<file path="src/rtl/gf2m_pkg.sv">
// Shared constants, state encoding and helpers for the GF(2^m) power S-box engine.
package gf2m_pkg;

  localparam int          W_DEF        = 6;
  localparam int          EXP_W_DEF    = 6;
  localparam logic [6:0]  POLY_DEF     = 7'h43;
  localparam logic [5:0]  ADD_MASK_DEF = 6'h14;

  typedef enum logic [1:0] {
    IDLE,
    RUN,
    DONE
  } state_t;

  function automatic logic parity_mask(
    input logic [31:0] v,
    input logic [31:0] m
  );
    return ^(v & m);
  endfunction

endpackage

</file>
<file path="src/rtl/gf2m_mul.sv">
// Combinational polynomial-basis multiplier over GF(2^W) reduced by POLY.
module gf2m_mul #(
  parameter int       W    = 6,
  parameter logic [W:0] POLY = 7'h43
) (
  input  logic [W-1:0] a,
  input  logic [W-1:0] b,
  output logic [W-1:0] c
);

  // Horner form: MSB of b first, multiply-by-x then conditional add of a.
  always_comb begin
    c = '0;
    for (int i = W - 1; i >= 0; i--) begin
      c = {c[W-2:0], 1'b0} ^ (c[W-1] ? POLY[W-1:0] : '0);
      c = c ^ (b[i] ? a : '0);
    end
  end

endmodule

</file>
<file path="src/rtl/gf2m_pow_sbox_seq.sv">
// Iterative square-and-multiply S-box: y = x^e ^ optional broadcast parity term.
module gf2m_pow_sbox_seq
  import gf2m_pkg::*;
#(
  parameter int           W        = W_DEF,
  parameter int           EXP_W    = EXP_W_DEF,
  parameter logic [W:0]   POLY     = POLY_DEF,
  parameter logic [W-1:0] ADD_MASK = ADD_MASK_DEF
) (
  input  logic             clk,
  input  logic             rst,
  input  logic             in_valid,
  output logic             in_ready,
  input  logic [W-1:0]     x,
  input  logic [EXP_W-1:0] e,
  input  logic             add_en,
  output logic             out_valid,
  input  logic             out_ready,
  output logic [W-1:0]     y,
  output logic             busy
);

  localparam int CNT_W = (EXP_W > 1) ? $clog2(EXP_W) : 1;

  state_t           r_state;
  state_t           w_state_nxt;
  logic [W-1:0]     r_acc;
  logic [CNT_W-1:0] r_cnt;
  logic [W-1:0]     r_x;
  logic [EXP_W-1:0] r_e;
  logic             r_add;
  logic [W-1:0]     r_y;

  logic [W-1:0]     w_sq;
  logic [W-1:0]     w_mb;
  logic [W-1:0]     w_step;
  logic [W-1:0]     w_aff;

  assign w_mb  = r_e[r_cnt] ? r_x : W'(1);
  assign w_aff = {W{r_add & parity_mask(32'(r_x), 32'(ADD_MASK))}};

  gf2m_mul #(.W(W), .POLY(POLY)) u_sq (
    .a(r_acc),
    .b(r_acc),
    .c(w_sq)
  );

  gf2m_mul #(.W(W), .POLY(POLY)) u_mul (
    .a(w_sq),
    .b(w_mb),
    .c(w_step)
  );

  always_comb begin
    w_state_nxt = r_state;
    unique case (r_state)
      IDLE:    if (in_valid)      w_state_nxt = RUN;
      RUN:     if (r_cnt == '0)   w_state_nxt = DONE;
      DONE:    if (out_ready)     w_state_nxt = IDLE;
      default:                    w_state_nxt = IDLE;
    endcase
  end

  always_ff @(posedge clk or posedge rst) begin
    if (rst) begin
      r_state <= IDLE;
      r_acc   <= W'(1);
      r_cnt   <= '0;
      r_x     <= '0;
      r_e     <= '0;
      r_add   <= 1'b0;
      r_y     <= '0;
    end else begin
      r_state <= w_state_nxt;
      unique case (r_state)
        IDLE: begin
          if (in_valid) begin
            r_x   <= x;
            r_e   <= e;
            r_add <= add_en;
            r_acc <= W'(1);
            r_cnt <= CNT_W'(EXP_W - 1);
          end
        end
        RUN: begin
          r_acc <= w_step;
          if (r_cnt == '0) r_y   <= w_step ^ w_aff;
          else             r_cnt <= r_cnt - 1'b1;
        end
        default: ;
      endcase
    end
  end

  assign in_ready  = (r_state == IDLE);
  assign out_valid = (r_state == DONE);
  assign busy      = (r_state != IDLE);
  assign y         = r_y;

endmodule

</file>
<file path="config.mk">
export PLATFORM = sky130hd
export DESIGN_NAME = gf2m_pow_sbox_seq
export DESIGN_NICKNAME = d
export VERILOG_FILES = /design/src/rtl/gf2m_pkg.sv /design/src/rtl/gf2m_mul.sv /design/src/rtl/gf2m_pow_sbox_seq.sv
export SDC_FILE = /design/constraint.sdc
export NUM_CORES = 1
export LEC_CHECK = 0
export BUFFER_PORTS_ARGS = -buffer_cell sky130_fd_sc_hd__buf_2
export CAP_MARGIN = 20
export CORE_ASPECT_RATIO = 0.8
export CORE_MARGIN = 2
export CORE_UTILIZATION = 35
export CTS_CLUSTER_DIAMETER = 120
export CTS_CLUSTER_SIZE = 24
export DETAILED_ROUTE_END_ITERATION = 10
export GPL_ROUTABILITY_DRIVEN = 0
export HOLD_SLACK_MARGIN = 0.1
export SYNTH_ARGS = -nofsm -noshare
export SYNTH_HDL_FRONTEND = slang
export SYNTH_HIERARCHICAL = 1
export SYNTH_SLANG_ARGS = --single-unit
</file>
<file path="constraint.sdc">
create_clock -name clk -period 3.4 [get_ports clk]
set_clock_uncertainty 0.15 [all_clocks]
set_input_delay 0.68 -clock clk [delete_from_list [all_inputs] [get_ports clk]]
set_output_delay 0.68 -clock clk [all_outputs]
set_load 0.05 [all_outputs]
</file>
==> run_results.csv <==
group,metric,value,unit
outcome,outcome,"completed",
synthesis,synth_area_leaders,"dfrtp_1 31%, xnor2_1 13%, nand2_1 11%, xnor3_1 7.6%, xor2_1 7.1%",
detailed_routing,firstDrtPassIters,4,
clocking,htree_num_levels,2,
critical_path,slowest_delay,0.59,ns
sta,worstMarginPinSlew,0.6998,ns
detailed_routing,drc,0,
grt,grt_pass1_wl,8.252,mm
sta,rsz0062_at_grt,"no",
synthesis,async_reset_ff_share,100.0,%
synthesis,synth_top_cells_by_count,"71 x nand2_1, 36 x xnor2_1, 29 x dfrtp_1",
grt,grt_start_max_net_pins,31,
synthesis,synth_top_area_cell,"dfrtp_1",
synthesis,synth-edff-count,0,
critical_path,cp_data_required_time,3.39,ns
clocking,cts_root_buffer,"clkbuf_8",
die,start_util,36.62,%
cells_and_area,fin_nets,309,
die,dieArea,0.007415,mm²
synthesis,synth_top_area_share,30.77,%
detailed_routing,antenna_left,0,
critical_path,path_max_fanout,11,
synthesis,ys_ff_latch,30,
die,ioPinCount,26,
cells_and_area,ff_latch_area,758.2,µm²
critical_path,slowest_stage,"xnor2_1",
clocking,clock_sinks,30,
sta,drv_slew,0,
cells_and_area,fillers,663,
detailed_routing,routed_wl,4.746,mm
synthesis,ys.flop_type,"dfrtp_1",
clocking,worstSkewPairLatency,0.28,ns
hold_path,hold_path.class,"primary input to async pin",
sta,hold_violations,0,
critical_path,critPathMostFrequentCell,"xnor2_1",
cells_and_area,multiInputGateArea,0.001565,mm²
detailed_routing,wl_per_cell,12.66,µm
job,drv_cap,0,
synthesis,ys_types,35,
critical_path,path_cells,"nand2_1 -> xnor3_1 -> xnor2_2 -> xnor2_1 -> nand2_1 -> xnor2_1 -> xnor3_1 -> xnor2_1 -> xor2_1 -> a21oi_1",
cells_and_area,drive_gt1_share,26.12,%
synthesis,syn-mean-instance-area,9.510,µm²
clocking,clk_pin_slew,0.06,ns
grt,grtUsageTotal,13.98,%
place,dp_hpwl,3.642,mm
place,numPortBuffers,25,
synthesis,synth_seq_area_share,31.88,%
synthesis,yosys_warnings,6,
die,die_w,95.78,µm
clocking,cts_buffers,5,
critical_path,cp-start-kind,"register",
critical_path,arrival,3.25,ns
grt,grt_pass1_vias,1763,
sta,max_slew_margin,53.01,%
sta,setup_viol,0,
sta,fin_crit_sh,96.10,%
grt,gr-total-overflow,0,
critical_path,critPathKind,"register to register",
cells_and_area,n_antenna_cell,0,
detailed_routing,viasPerCell,4.672,
detailed_routing,drt_iter0_markers,72,
synthesis,syn_area,0.002359,mm²
critical_path,endpoint_kind,"register",
clocking,cts_tree,"done",
clocking,clock_path_buffers,2,
cells_and_area,area_growth,17.88,%
synthesis,syn_inst,248,
cells_and_area,final_util,43.16,%
sta,setup-tns-final,0,ns
synthesis,synth.net_count,267,
die,core,0.006441,mm²
sta,period_needed,3.267,ns
synthesis,synth.most_common_cell,"nand2_1",
grt,grt_antenna_before_repair,0,
sta,max_freq,0.3061,GHz
detailed_routing,vias,1752,
die,die_h,77.42,µm
die,fp-row-count,26,
==> placed cells by master (no fill, tap or decap) <==
cell type,count
or2_1,2
dfrtp_1,24
inv_2,1
a311oi_4,1
dfstp_2,1
nor3b_1,1
ha_1,2
nor2b_1,7
xor2_1,19
clkbuf_8,6
o32ai_1,1
a21o_1,1
o21bai_1,1
a31oi_1,2
o21ai_0,2
inv_1,5
xnor3_1,6
nor2_2,1
nand2_1,71
clkbuf_1,1
dfrtp_2,5
and2_4,1
a21oi_1,7
clkinv_2,1
mux2i_1,3
buf_2,25
xnor3_2,2
mux2_2,3
o31ai_1,2
nand3b_1,3
nand2b_1,4
xnor2_1,35
xnor2_2,3
a22o_1,5
a22oi_1,1
nor2_1,8
buf_4,15
nor3_1,2
mux2_4,11
==> flip-flops by register name (all words and copies together), names as in the netlist <==
register and cells:
r_x 6, r_acc 6, r_add 1, r_cnt 3, r_e 6, r_state 2, y 6
==> per-stage QoR <==
step / setup WS, ns / cell area, µm² / hold WS (ns) / cells
final: 0.1326 / 2780 / 0.3168 / 375
after global routing: 0.01327 / 2780 / 0.3582 / 375
after CTS: 0.009376 / 2743 / 0.3196 / 372
after detailed placement: -0.01544 / 2650 / 0.3499 / 364
after global placement: 0.08567 / 2650 / 0.3434 / 364
after floorplan: 0.2927 / 2359 / 0.3226 / 248
==> timing repair <==
item / in CTS / in global routing
pin swaps: 0 / 2
hold buffers: 0 / 0
buffers inserted: 0 / 3
gates resized for setup: 1 / 7
setup endpoints to repair: 1 / 7
==> worst max-delay path: cells and delay by family (launching register included) <==
| kind | cells | cell delay (ns) |
|---|---|---|
| XOR/XNOR | 7 | 2.13 |
| flip-flops | 1 | 0.49 |
| AO/OA/AOI/OAI | 1 | 0.09 |
| AND/OR/NAND/NOR | 2 | 0.25 |
==> layout make-up <==
type / count / share of cell area, %
multi-input combinational: 207 / 56.30
sequential: 30 / 27.27
timing repair buffer: 40 / 8.551
tap: 84 / 3.780
clock buffer: 7 / 3.105
inverter: 6 / 0.8101
clock inverter: 1 / 0.1800
==> cells by family (layout without fill, tap and decap cells) <==
logic type,Yosys count,after routing,share of synthesized area (%)
AOI/OAI and AO/OA,23,23,7.374
xor gates and xnor gates,65,65,29.44
adders and majority gates,2,2,1.061
buffers and inverters,11,54,2.175
DFF,30,30,31.88
muxes,17,17,9.708
and+or+nand+nor,100,100,18.36
==> path summary, 6_finish.rpt <==
| path | startpoint | to | slack, ns | depth (start not counted) |
|---|---|---|---|---|
| worst max-delay path | r_acc[2] | y[3] | 0.13 | 10 |
| worst min-delay path | rst | r_x[5] | 0.32 | 3 |
| worst max register to register | r_acc[2] | y[3] | 0.13 | 10 |
| worst min register to register | r_e[0] | r_e[0] | 0.36 | 1 |
| max in group asynchronous | rst | r_acc[0] | 2.46 | 3 |
| min in group clk | r_e[0] | r_e[0] | 0.36 | 1 |
==> routing by layer <==
metal | GRT usage [%] | wire, µm
met3 | 3.398 | 244
met5 | 0 | 0
met1 | 21.06 | 2414
met4 | 2.571 | 17
met2 | 20.35 | 2069
Power is left out: the tool's default activity adds up to more than one toggle a clock period on the data nets, which glitch-free logic cannot reach.
